## src/rtl/calc_pkg.sv

```systemverilog
// calc_pkg: shared types for the sequential calculator core.
//   op_t           3-bit operation code carried on op_sel
//   state_t        controller states of seq_calc_core
//   OP_ILLEGAL_MIN first op_sel encoding with no operation behind it
// Optional feature macro: CALC_REM_EN (REM support, see seq_calc_core).
package calc_pkg;

  typedef enum logic [2:0] {
    OP_ADD = 3'd0,
    OP_SUB = 3'd1,
    OP_MUL = 3'd2,
    OP_DIV = 3'd3,
    OP_REM = 3'd4
  } op_t;

  localparam logic [2:0] OP_ILLEGAL_MIN = 3'd5;

  typedef enum logic [2:0] {
    S_IDLE = 3'd0,
    S_LOAD = 3'd1,
    S_ALU  = 3'd2,
    S_ITER = 3'd3,
    S_FIX  = 3'd4,
    S_DONE = 3'd5
  } state_t;

endpackage

```

## src/rtl/seq_divider.sv

```systemverilog
// seq_divider: unsigned restoring divider, one quotient bit per cycle.
// Ports:
//   clk, rst_n        clock, synchronous active-low reset
//   start             one-cycle pulse; dividend/divisor sampled on that edge
//   dividend, divisor WIDTH-bit unsigned operands
//   done              high during the final iteration cycle; quotient and
//                     remainder are valid from the following cycle
//   quotient          WIDTH-bit unsigned quotient
//   remainder         WIDTH-bit unsigned remainder (only when CALC_REM_EN)
// Handshake: start is a request pulse with no back-pressure; the caller must
// not pulse start again before done. A zero divisor is the caller's problem.
// Optional feature macro: CALC_REM_EN exports the remainder register.
module seq_divider #(
  parameter int WIDTH = 8
) (
  input  logic             clk,
  input  logic             rst_n,
  input  logic             start,
  input  logic [WIDTH-1:0] dividend,
  input  logic [WIDTH-1:0] divisor,
  output logic             done,
  output logic [WIDTH-1:0] quotient
`ifdef CALC_REM_EN
  ,
  output logic [WIDTH-1:0] remainder
`endif
);

  localparam int CW = $clog2(WIDTH + 1);

  logic [WIDTH-1:0] rem_q, quo_q, dvs_q;
  logic [CW-1:0]    cnt_q;
  logic             run_q;
  logic [WIDTH:0]   trial;

  // Shift the next dividend bit into the partial remainder and try to
  // subtract; a clear top bit means the subtraction did not go negative.
  assign trial = {rem_q, quo_q[WIDTH-1]} - {1'b0, dvs_q};

  always_ff @(posedge clk) begin
    if (!rst_n) begin
      rem_q <= '0;
      quo_q <= '0;
      dvs_q <= '0;
      cnt_q <= '0;
      run_q <= 1'b0;
    end else if (start) begin
      rem_q <= '0;
      quo_q <= dividend;
      dvs_q <= divisor;
      cnt_q <= CW'(WIDTH);
      run_q <= 1'b1;
    end else if (run_q) begin
      if (!trial[WIDTH]) begin
        rem_q <= trial[WIDTH-1:0];
        quo_q <= {quo_q[WIDTH-2:0], 1'b1};
      end else begin
        rem_q <= {rem_q[WIDTH-2:0], quo_q[WIDTH-1]};
        quo_q <= {quo_q[WIDTH-2:0], 1'b0};
      end
      cnt_q <= cnt_q - 1'b1;
      if (cnt_q == CW'(1)) run_q <= 1'b0;
    end
  end

  assign done     = run_q && (cnt_q == CW'(1));
  assign quotient = quo_q;
`ifdef CALC_REM_EN
  assign remainder = rem_q;
`endif

endmodule

```

## src/rtl/seq_calc_core.sv

```systemverilog
// seq_calc_core: multi-cycle signed calculator (ADD/SUB/MUL/DIV[/REM]).
// Ports:
//   clk, rst_n, clear   clock, synchronous active-low reset, soft clear
//   op_start, op_sel    request pulse and op code (calc_pkg::op_t)
//   opa, opb            WIDTH-bit signed operands
//   busy, done          busy from accept until done; done is a 1-cycle pulse
//   result              RES_W-bit signed result, res_neg / res_mag its
//                       sign and magnitude
//   div_zero, illegal   error flags, held with result
//   fsm_state           current controller state (calc_pkg::state_t)
// Handshake: a request is accepted on a posedge where the core is IDLE and
// op_start is high; operands and op_sel are captured on that edge. op_start
// at any other time (busy or DONE) is dropped, nothing is queued. done marks
// the single cycle in which a fresh result and flags first appear.
// Optional feature macro: CALC_REM_EN enables REM (op 4); without it op 4
// is reported as illegal and the divider's remainder is not exported.
module seq_calc_core
  import calc_pkg::*;
#(
  parameter  int WIDTH = 8,
  localparam int RES_W = 2 * WIDTH
) (
  input  logic             clk,
  input  logic             rst_n,
  input  logic             clear,
  input  logic             op_start,
  input  logic [2:0]       op_sel,
  input  logic [WIDTH-1:0] opa,
  input  logic [WIDTH-1:0] opb,
  output logic             busy,
  output logic             done,
  output logic [RES_W-1:0] result,
  output logic             res_neg,
  output logic [RES_W-1:0] res_mag,
  output logic             div_zero,
  output logic             illegal,
  output logic [2:0]       fsm_state
);

  localparam int CW = $clog2(WIDTH + 1);

  state_t           state_q, state_d;
  logic             srst;
  logic [2:0]       op_q;
  logic [WIDTH-1:0] a_q, b_q, a_mag, b_mag;
  logic             neg_q, dz_q, ill_q;
  logic [RES_W-1:0] acc_q, mcand_q, a_ext, b_ext;
  logic [WIDTH-1:0] mplier_q;
  logic [CW-1:0]    cnt_q;
  logic             op_illegal, use_div, zero_div, div_start, div_done;
  logic [WIDTH-1:0] quotient;
  logic [RES_W-1:0] mag_src, fix_val, fix_mag;
`ifdef CALC_REM_EN
  logic [WIDTH-1:0] remainder;
`endif

  assign srst      = !rst_n || clear;
  assign fsm_state = state_q;

  assign a_mag = a_q[WIDTH-1] ? -a_q : a_q;
  assign b_mag = b_q[WIDTH-1] ? -b_q : b_q;
  assign a_ext = {{WIDTH{a_q[WIDTH-1]}}, a_q};
  assign b_ext = {{WIDTH{b_q[WIDTH-1]}}, b_q};

`ifdef CALC_REM_EN
  assign op_illegal = (op_q >= OP_ILLEGAL_MIN);
`else
  assign op_illegal = (op_q >= OP_ILLEGAL_MIN) || (op_q == OP_REM);
`endif
  assign use_div   = !op_illegal && ((op_q == OP_DIV) || (op_q == OP_REM));
  assign zero_div  = use_div && (b_q == '0);
  assign div_start = (state_q == S_LOAD) && use_div && !zero_div;

  seq_divider #(.WIDTH(WIDTH)) u_div (
    .clk      (clk),
    .rst_n    (!srst),
    .start    (div_start),
    .dividend (a_mag),
    .divisor  (b_mag),
    .done     (div_done),
    .quotient (quotient)
`ifdef CALC_REM_EN
    ,
    .remainder(remainder)
`endif
  );

  // Unsigned magnitude to present in FIX; errors force a zero result.
  always_comb begin
    mag_src = acc_q;
    if (dz_q || ill_q)          mag_src = '0;
    else if (op_q == OP_DIV)    mag_src = {{WIDTH{1'b0}}, quotient};
`ifdef CALC_REM_EN
    else if (op_q == OP_REM)    mag_src = {{WIDTH{1'b0}}, remainder};
`endif
  end

  assign fix_val = neg_q ? -mag_src : mag_src;
  assign fix_mag = fix_val[RES_W-1] ? -fix_val : fix_val;

  always_ff @(posedge clk) begin
    if (srst) state_q <= S_IDLE;
    else      state_q <= state_d;
  end

  always_comb begin
    state_d = state_q;
    busy    = 1'b0;
    done    = 1'b0;
    case (state_q)
      S_IDLE: if (op_start) state_d = S_LOAD;
      S_LOAD: begin
        busy = 1'b1;
        if (op_illegal || zero_div)                    state_d = S_FIX;
        else if ((op_q == OP_ADD) || (op_q == OP_SUB)) state_d = S_ALU;
        else                                           state_d = S_ITER;
      end
      S_ALU: begin
        busy    = 1'b1;
        state_d = S_FIX;
      end
      S_ITER: begin
        busy = 1'b1;
        // Divider and multiplier both run WIDTH cycles from LOAD exit.
        if (use_div ? div_done : (cnt_q == CW'(1))) state_d = S_FIX;
      end
      S_FIX: begin
        busy    = 1'b1;
        state_d = S_DONE;
      end
      S_DONE: begin
        done    = 1'b1;
        state_d = S_IDLE;
      end
      default: state_d = S_IDLE;
    endcase
  end

  always_ff @(posedge clk) begin
    if (srst) begin
      op_q     <= '0;
      a_q      <= '0;
      b_q      <= '0;
      neg_q    <= 1'b0;
      dz_q     <= 1'b0;
      ill_q    <= 1'b0;
      acc_q    <= '0;
      mcand_q  <= '0;
      mplier_q <= '0;
      cnt_q    <= '0;
      result   <= '0;
      res_neg  <= 1'b0;
      res_mag  <= '0;
      div_zero <= 1'b0;
      illegal  <= 1'b0;
    end else begin
      case (state_q)
        S_IDLE: if (op_start) begin
          op_q     <= op_sel;
          a_q      <= opa;
          b_q      <= opb;
          div_zero <= 1'b0;
          illegal  <= 1'b0;
        end
        S_LOAD: begin
          dz_q     <= zero_div;
          ill_q    <= op_illegal;
          acc_q    <= '0;
          mcand_q  <= {{WIDTH{1'b0}}, a_mag};
          mplier_q <= b_mag;
          cnt_q    <= CW'(WIDTH);
          // Remainder follows the dividend; product/quotient follow both.
          if (op_q == OP_REM)                             neg_q <= a_q[WIDTH-1];
          else if ((op_q == OP_MUL) || (op_q == OP_DIV))  neg_q <= a_q[WIDTH-1] ^ b_q[WIDTH-1];
          else                                            neg_q <= 1'b0;
        end
        S_ALU: acc_q <= (op_q == OP_SUB) ? (a_ext - b_ext) : (a_ext + b_ext);
        S_ITER: begin
          cnt_q    <= cnt_q - 1'b1;
          if (mplier_q[0]) acc_q <= acc_q + mcand_q;
          mcand_q  <= mcand_q << 1;
          mplier_q <= mplier_q >> 1;
        end
        S_FIX: begin
          result   <= fix_val;
          res_neg  <= fix_val[RES_W-1];
          res_mag  <= fix_mag;
          div_zero <= dz_q;
          illegal  <= ill_q;
        end
        default: ;
      endcase
    end
  end

endmodule
```

## config.mk

```make
export PLATFORM = sky130hd
export DESIGN_NAME = seq_calc_core
export DESIGN_NICKNAME = d
export VERILOG_FILES = /design/src/rtl/calc_pkg.sv /design/src/rtl/seq_divider.sv /design/src/rtl/seq_calc_core.sv
export SDC_FILE = /design/constraint.sdc
export NUM_CORES = 1
export LEC_CHECK = 0
export CAP_MARGIN = 20
export CORE_MARGIN = 2
export CORE_UTILIZATION = 35
export CTS_CLUSTER_DIAMETER = 200
export DETAILED_ROUTE_END_ITERATION = 7
export GPL_TIMING_DRIVEN = 1
export SLEW_MARGIN = 10
export SYNTH_ARGS = -nofsm -noshare
export SYNTH_HDL_FRONTEND = slang
export SYNTH_SLANG_ARGS = --single-unit
```

## constraint.sdc

```tcl
create_clock -name clk -period 4.61 [get_ports clk]
set_input_delay 0.922 -clock clk [delete_from_list [all_inputs] [get_ports clk]]
set_output_delay 0.922 -clock clk [all_outputs]
set_load 0.01 [all_outputs]
```

### Yosys cells after proc, flatten, opt, wreduce, memory -nomap -nowiden

Index checks and enable logic that the tools add are counted.

* register bits: 133
* output and inout bits: 40

* add/subtract/negate cells: 10
* magnitude comparators: 1
* equality and inequality tests: 14
* multiplexer cells: 34
* bitwise operators: 1
* reduce and logical (&&, ||, !) cells: 28

Operator list (count)
* 16-bit 2-to-1 mux: 6
* 16-bit case mux with 3 select lines: 1
* 8-bit 2-to-1 mux: 5
* 16-bit negation: 2
* 16-bit case mux with 2 select lines: 1
* 16-bit adder: 1
* 8-bit negation: 2
* 8-bit case mux with 2 select lines: 1
* 3-bit case mux with 5 select lines: 1
* 3-bit by 2-bit == test with 1-bit output, second input constant: 4
* 1-bit 2-to-1 mux: 11
* 8-bit by 8-bit adder with 9-bit output: 1
* 3-bit == test, second input constant: 3
* 3-bit 2-to-1 mux: 3
* 8-bit by 8-bit subtractor with 9-bit output: 1
* 9-bit by 8-bit subtractor with 9-bit output: 1
* 4-bit by 1-bit == test with 1-bit output, second input constant: 2
* 8-bit logical NOT: 1
* 4-bit 2-to-1 mux: 2
* 4-bit case mux with 2 select lines: 1
* 2-bit AND reduction: 4
* 4-bit by 1-bit subtractor with 4-bit output, second input constant: 2
* 1-bit logical OR: 7
* 3-bit by 1-bit == test with 1-bit output, second input constant: 2
* other kinds (11): 23

### Logic depth before layout (Yosys ltp)

Gate-level depths: netlist (run 1).

* depth in word-level cells: 8
* gate-level depth with buffers: 17
* gate-level depth less buffers: 14

### Cells and area by module

A second synthesis (run 1) with hierarchy kept.

* cells, all modules: 1073
* area total of the unflattened synthesis: 8256.7 um^2

By module, submodules not included
* seq_calc_core: instances 1, cells each 884, area an instance 6583.8 um^2, sequential area each 2042.0 um^2
* seq_divider: instances 1, cells each 189, area an instance 1672.9 um^2, sequential area each 580.6 um^2

### Worst setup path after synthesis (run 1)

No wires, ideal clock.

* path kind: reg-to-reg
* start: reg op_q[1]
* end: reg res_mag[12]
* setup time: 0.074 ns
* arrival: 3.395 ns
* data required time: 4.536 ns
* path slack: 1.141 ns
* stages on the path, launching flop included: 16
* path buffers: 4
* cell sequence: dfxtp_1 -> buf_2 -> nand3b_1 -> buf_4 -> buf_2 -> buf_4 -> mux2i_1 -> nand2b_1 -> ha_1 -> nand2b_1 -> xnor2_1 -> o311ai_0 -> or3b_1 -> nor2_4 -> or4b_1 -> a31oi_1

* word-level cells in the longest chain between the ends: 7

Ends and longest elaborated chain
* start, declared: RTL line seq_calc_core.sv:44 `logic [2:0] op_q;`
* start signal, assigned: RTL line seq_calc_core.sv:159 `op_q <= op_sel;`
* 3-bit by 2-bit == test with 1-bit output (*): RTL line seq_calc_core.sv:92 `else if (op_q == OP_DIV) mag_src = {{WIDTH{1'b0}}, quotient};`
* 16-bit 2-to-1 mux (*): RTL line seq_calc_core.sv:92
* 16-bit 2-to-1 mux (*): RTL line seq_calc_core.sv:91 `if (dz_q || ill_q) mag_src = '0;`
* 16-bit negation: RTL line seq_calc_core.sv:98 `assign fix_val = neg_q ? -mag_src : mag_src;`
* 16-bit 2-to-1 mux (*): RTL line seq_calc_core.sv:98
* 16-bit negation: RTL line seq_calc_core.sv:99 `assign fix_mag = fix_val[RES_W-1] ? -fix_val : fix_val;`
* 16-bit 2-to-1 mux (*): RTL line seq_calc_core.sv:99
* end signal, assigned: RTL line seq_calc_core.sv:187 `res_mag <= fix_mag;`
* end, declared: RTL line seq_calc_core.sv:34 `output logic [RES_W-1:0] res_mag,`

Every way passes the cells marked *; elsewhere a longest branch is shown, timed or not.
A chain may end at the register's enable or synchronous reset.

### Worst setup path after layout (run 1)

* start: reg b_q[0]
* end: reg acc_q[8]

* word-level cells in the longest chain between the ends: 3
* elaborated cells between the ends (all ways): 4

Ends and longest elaborated chain
* start, declared: RTL line seq_calc_core.sv:45 `logic [WIDTH-1:0] a_q, b_q, a_mag, b_mag;`
* start signal, assigned: RTL line seq_calc_core.sv:161 `b_q <= opb;`
* 8-bit by 8-bit adder with 9-bit output or 8-bit by 8-bit subtractor with 9-bit output (tied branches): RTL line seq_calc_core.sv:177 `S_ALU: acc_q <= (op_q == OP_SUB) ? (a_ext - b_ext) : (a_ext + b_ext);`
* 16-bit 2-to-1 mux (*): RTL line seq_calc_core.sv:177
* 16-bit case mux with 3 select lines (*): RTL line seq_calc_core.sv:157 `case (state_q)`
* end signal, assigned: RTL line seq_calc_core.sv:177
* end signal, assigned: RTL line seq_calc_core.sv:180 `if (mplier_q[0]) acc_q <= acc_q + mcand_q;`
* end, declared: RTL line seq_calc_core.sv:47 `logic [RES_W-1:0] acc_q, mcand_q, a_ext, b_ext;`

Marked as above.

==> metrics, run 1 <==
Worst-path clk slew 60 ps; hold_buf cts 0; Die Wd 157.8 microns; DRC 0; clock root buffer clkbuf_16; Worst EP required 4940 ps; initial antenna violation count 0; Worst setup SP type flip-flop; Final Setup Violations 0; Sink Count 131; Hold Vio Cnt, Final 0; CP Capture Type flip-flop; I/O pin cnt 63; via count 7,590; Worst Setup Path Type flip-flop to flip-flop; nets 1,156; Reg power frac 41.1%; outcome completed; hold depth 2; maximum clock frequency 278.3 MHz; Net Switching 0.0007032 W; reg2reg end acc_q[8]; setup bufs post-CTS 0; final worst setup slack 1017 ps; final clock skew 11.26 ps; Min Hold Slack 449.6 ps; synthesis-to-layout area growth 18.21%; DR iter-0 viols 613; Tmin final 3593 ps; ys async rst share 0%; Detail Placement HPWL 16,350 microns; vias per cell 5.338; fraction of layout cells with a size suffix above 1 6.800%; Synth top cells by count dfxtp_1, nand2_1, nor2_1; worst vdd ir 0.1822 mV; grt total ovfl 0; fin cells 1,422; Pre-antenna DRT Iters 5; Synth top area share 31.67%; top area cells in the synthesized netlist dfxtp_1, ha_1, nand2_1; Core Area 23,330 sq um; Reg2Reg Depth 13; total routed wirelength 22,840 microns; TritonCTS Buffers 17; slew margin rel. 35.12%; # H-tree levels 4; Placer Congestion 0.8751; Post-Syn Area 8282 sq um; FF+latch area 2623 sq um; Slew Limit Fails 0; sw frac 25.07%; pre-CTS WS 1067 ps; placed cells 1,388; post-route ant nets 0; clock tree buffer depth 2; CTS resizes 0; Max stage delay cell, worst path or3_1; WL per Instance 16.06 microns; routed length on met3 995 microns; Core Rows 56; PortBufs 62; R2R setup slack 1020 ps; Post-synth EDFFs 0; met2 wire length 10,010 microns; Tcrit/Tclk final 77.94%; largest net degree at the start of global routing 74; total track usage 18.71%; Critical Path Most Common Cell or3_1; post-synthesis register bit count 131; worst min-delay path class flip-flop to flip-flop; Hold Path Sink res_mag[6]; Synth Net Count 1,128; # fillers 2,361; CTS tree built; RSZ-0062 raised after global routing no; worst r2r src b_q[0]; P per Cell Area 286.5 nW/um^2; Leak 3.607 nW; Yosys top cell by area dfxtp_1; count of cell types in the netlist 81; max_cap viols 0; M1 WL 11,570 microns; initial core utilization 35.49%; area occupied by multi-input gates 5259 sq um; Internal 0.002102 W; Seq/Total Area, Yosys 31.67%; TNS Setup 0 ps; Least-Margin Pin Slew 959.7 ps; Critical Path, Cell by Cell or3_1, or3_1, nor3_1, ha_1, nand2_1, o21ai_0, ha_1, or3_1, o31a_1, xnor2_1, or3_1, o311a_1, a211oi_1; post-synthesis area per instance 7.798 sq um; CP Max Fanout 8; vias in the first global route 7,070; clock group share of total power 50.2%; die height 157.8 microns; first-pass GRT wire length 36,970 microns; full die area 24,910 sq um; Top Layer Used met4; Max stage delay on crit path 440 ps; Synth Flop Type dfxtp_1; clk_lat worst skew 430 ps; Hold Startpoint res_mag[6]; Syn. warnings 0; total inserted antenna cells 0; fin util 41.96%; CP arrival 3920 ps; Mapped Cells 1,062; combinational power share 8.6%
registers in the layout (all words and copies together), names as in the netlist, 8 cells and up:
signal and count:
a_q 8, acc_q 16, b_q 8, mcand_q 16, mplier_q 8, res_mag 15
result 16, u_div.dvs_q 8, u_div.quotient 8, u_div.rem_q 8
cells in the final DEF (no fill, tap or decap), types with 19 or more instances in the layout:
master / n
nand3_1: 21
a211oi_1: 33
o21ai_0: 49
nand2_1: 131
inv_1: 30
nor2_1: 118
mux2i_1: 24
clkdlybuf4s50_1: 62
a22oi_1: 20
a21oi_1: 87
buf_4: 19
dfxtp_1: 131
ha_1: 40
nor3_1: 38
xnor2_1: 33
worst max path at each step:
stage | start | endpoint | slack, ps | cells after the start
2_1_floorplan | op_q[1] | res_mag[12] | 1140 | 15
3_3_place_gp | b_q[0] | acc_q[8] | 1130 | 13
3_5_place_dp | b_q[0] | acc_q[8] | 1070 | 13
4_1_cts | b_q[0] | acc_q[8] | 1020 | 13
5_1_grt | b_q[0] | acc_q[8] | 810 | 13
6_report | b_q[0] | acc_q[8] | 1020 | 13
layer usage:
layer	global-route usage, %	vias to the layer above
met5	0	-
met4	4.632	0
met3	3.641	22
met2	29.63	173
met1	26.10	3523
li1	-	3872
logic make-up after synthesis:
kind of cell / after synthesis / synth area share [%]
fa+ha+maj: 43 / 6.768
simple gates: 424 / 24.87
buf+inv: 104 / 5.001
compound gates: 281 / 22.72
xor+xnor: 49 / 5.182
mux: 30 / 3.792
flops: 131 / 31.67
critical path: cells and delay by family, from the launching register on:
kind | cells | cell delay, ps
and+or+nand+nor | 6 | 1780
AOI/OAI and AO/OA | 4 | 730
adders and majority gates | 2 | 480
xor gates and xnor gates | 1 | 150
DFF | 1 | 360
stage by stage:
step	cell area, sq um	total power, W
6_report	9789	0.002805
2_1_floorplan	8282	0.001339
4_1_cts	9754	0.002824
3_5_place_dp	9153	0.001420
3_3_place_gp	9153	0.001418
5_1_grt	9789	0.002896
power groups by stage:
stage / registers, W / logic (W) / clock network (W)
after floorplan: 0.00117 / 0.000167 / 0
after global placement: 0.00118 / 0.000239 / 0
after detailed placement: 0.00118 / 0.000241 / 0
after CTS: 0.00115 / 0.000242 / 0.00143
after global routing: 0.00116 / 0.000266 / 0.00147
final: 0.00115 / 0.000242 / 0.00141
final cells by class:
| type | instances | share of cell area (%) |
|---|---|---|
| sequential | 131 | 26.79 |
| tap | 319 | 4.077 |
| inverter | 31 | 1.189 |
| clock buffer | 19 | 4.525 |
| timing repair buffer | 82 | 8.078 |
| multi-input combinational | 827 | 53.72 |
| clock inverter | 13 | 1.623 |
No activity file was read; power rests on OpenSTA's default activity.
==> run 2, diff against run 1 <==
==> constraint.sdc (replaced) <==
create_clock -name clk -period 3.5 [get_ports clk]
set_input_delay 0.7 -clock clk [delete_from_list [all_inputs] [get_ports clk]]
set_output_delay 0.7 -clock clk [all_outputs]
set_load 0.01 [all_outputs]
==> run 2 against run 1 <==
  * Clock power grew 34%
  * Count of clock-buffer cells in the layout grew 3
  * Design area grew 1.3%
  * Combinational power grew 37%
  * Utilization grew 0.56 points
  * Register-to-register slack lost 860 ps
  * Critical path depth is the same
  * Flip-flop and latch count is the same
  * Largest cell class unchanged
  * Wire length shrank 1.4%
==> metrics, run 2 (synthesis results as in run 1) <==
outcome completed; TritonCTS Buffers 17; Core Rows 56; FF+latch area 2624 sq um; initial antenna violation count 0; Least-Margin Pin Slew 1031 ps; total track usage 18.55%; biggest regs acc_q x16, mcand_q x16, result x16; Leak 3.684 nW; Worst EP required 3840 ps; most common cell after layout, fill and taps aside nand2_1; nets 1,168; reg2reg end acc_q[8]; Max stage delay cell, worst path or3b_1; Die Wd 157.8 microns; maximum clock frequency 298.9 MHz; CP Capture Type flip-flop; Slew Limit Fails 0; full die area 24,910 sq um; DR iter-0 viols 695; commonest cells after routing, fill and taps aside nand2_1, dfxtp_1, nor2_1; TNS Setup 0 ps; fin cells 1,433; grt total ovfl 0; Placer Congestion 0.8357; largest net degree at the start of global routing 92; vias per cell 5.330; DRC 0; hold_buf cts 0; total inserted antenna cells 0; total routed wirelength 22,530 microns; crit-path leading delay family simple AND/OR/NAND/NOR gates; worst vdd ir 0.2874 mV; setup bufs post-CTS 0; Critical Path, Cell by Cell inv_1, ha_1, or3b_1, or3_1, nand2_1, xor2_1, ha_1, or3_1, o31a_1, xnor2_1, or3_4, o311a_1, a211oi_2; worst min-delay path class flip-flop to flip-flop; P per Cell Area 377.0 nW/um^2; CTS tree built; Tcrit/Tclk final 95.59%; Max stage delay on crit path 400 ps; clk_lat worst skew 440 ps; Setup crit end acc_q[8]; worst r2r src b_q[1]; # fillers 2,336; CP arrival 3690 ps; vias in the first global route 6,866; final clock skew 10.59 ps; slew margin rel. 30.41%; first-pass GRT wire length 36,550 microns; hold depth 2; # H-tree levels 4; max_cap viols 0; PortBufs 62; Reg2Reg Depth 13; WL per Instance 15.72 microns; Final Setup Violations 0; clock root buffer clkbuf_16; die height 157.8 microns; initial core utilization 35.49%; Tmin final 3346 ps; Worst Setup Path Type flip-flop to flip-flop; placed cells 1,402; area occupied by multi-input gates 5286 sq um; I/O pin cnt 63; Worst setup SP type flip-flop; clock tree buffer depth 2; post-route ant nets 0; Detail Placement HPWL 16,390 microns; via count 7,638; RSZ-0062 raised after global routing no; CP Max Fanout 8; Hold Vio Cnt, Final 0; Worst-path clk slew 60 ps; CP bufs+invs 1; synthesis-to-layout area growth 19.78%; Critical path origin b_q[1]; R2R setup slack 150 ps; Sink Count 131; Core Area 23,330 sq um; fraction of layout cells with a size suffix above 1 8.348%; Pre-antenna DRT Iters 7; cell count along the critical path 13
[run 2: changes by cell type in the layout (fill, tap and decap cells not counted), sizes merged]
cell / delta
clkinv: -4
clkbuf: +3
inv: -1
clkinvlp: +1
buf: +12
[run 2: layout make-up]
cell class | instances | area share, %
Multi-Input combinational cell | 827 | 53.29
Sequential cell | 131 | 26.45
Timing Repair Buffer | 94 | 8.804
Clock buffer | 22 | 4.982
Tap cell | 319 | 4.024
Clock inverter | 9 | 1.274
Inverter | 31 | 1.173
[run 2: metal layers]
metal  vias to the layer above  global-route usage (%)  share of wire, %
met5                         -                       0                 0
met4                         0                   5.758               1.6
met3                        27                   3.915               5.1
met2                       200                   27.56                43
met1                      3514                   26.70                50
li1                       3897                       -                 -
[run 2: how the worst min path moves through the flow]
stage / from / endpoint / slack (ps)
2_1_floorplan: mplier_q[2] / mplier_q[1] / 430
3_3_place_gp: res_mag[1] / res_mag[1] / 440
3_5_place_dp: res_mag[6] / res_mag[6] / 440
4_1_cts: res_mag[6] / res_mag[6] / 450
5_1_grt: res_mag[15] / res_mag[15] / 470
6_report: res_mag[15] / res_mag[15] / 450
[run 2: timing repair]
action / CTS / global route
endpoints found under the setup margin: 1 / 5
gates cloned: 0 / 0
pin swaps: 0 / 0
gates resized for setup: 1 / 6
hold endpoints to repair: 0 / 0
[run 2: worst reg2reg max path, cell delays in order, from the launching register on]
cell and delay [ps]:
dfxtp_1 320, inv_1 90, ha_1 180, or3b_1 400
or3_1 340, nand2_1 90, xor2_1 80, ha_1 230
or3_1 350, o31a_1 250, xnor2_1 160, or3_4 390
o311a_1 160, a211oi_2 220
[run 2: through the flow]
stage | instance area (sq um) | utilization [%] | power [W] | setup WS, ps | hold WS, ps
2_1_floorplan | 8282 | - | 0.001764 | 31.10 | 431.3
3_3_place_gp | 9270 | 39.73 | 0.001877 | 96.39 | 440.6
3_5_place_dp | 9270 | 39.73 | 0.001879 | 12.19 | 444.4
4_1_cts | 9896 | 42.41 | 0.003777 | 44.00 | 452.3
5_1_grt | 9920 | 42.51 | 0.003878 | 8.703 | 474.4
6_report | 9920 | 42.51 | 0.003739 | 154.3 | 450.3
[run 2: power by group]
part	total (W)	internal (W)	switching, W	leakage (nW)
Sequential	0.00152	0.00150	0.0000162	1.06
Clock	0.00189	0.00121	0.000683	0.308
Combinational	0.000332	0.000137	0.000195	2.32
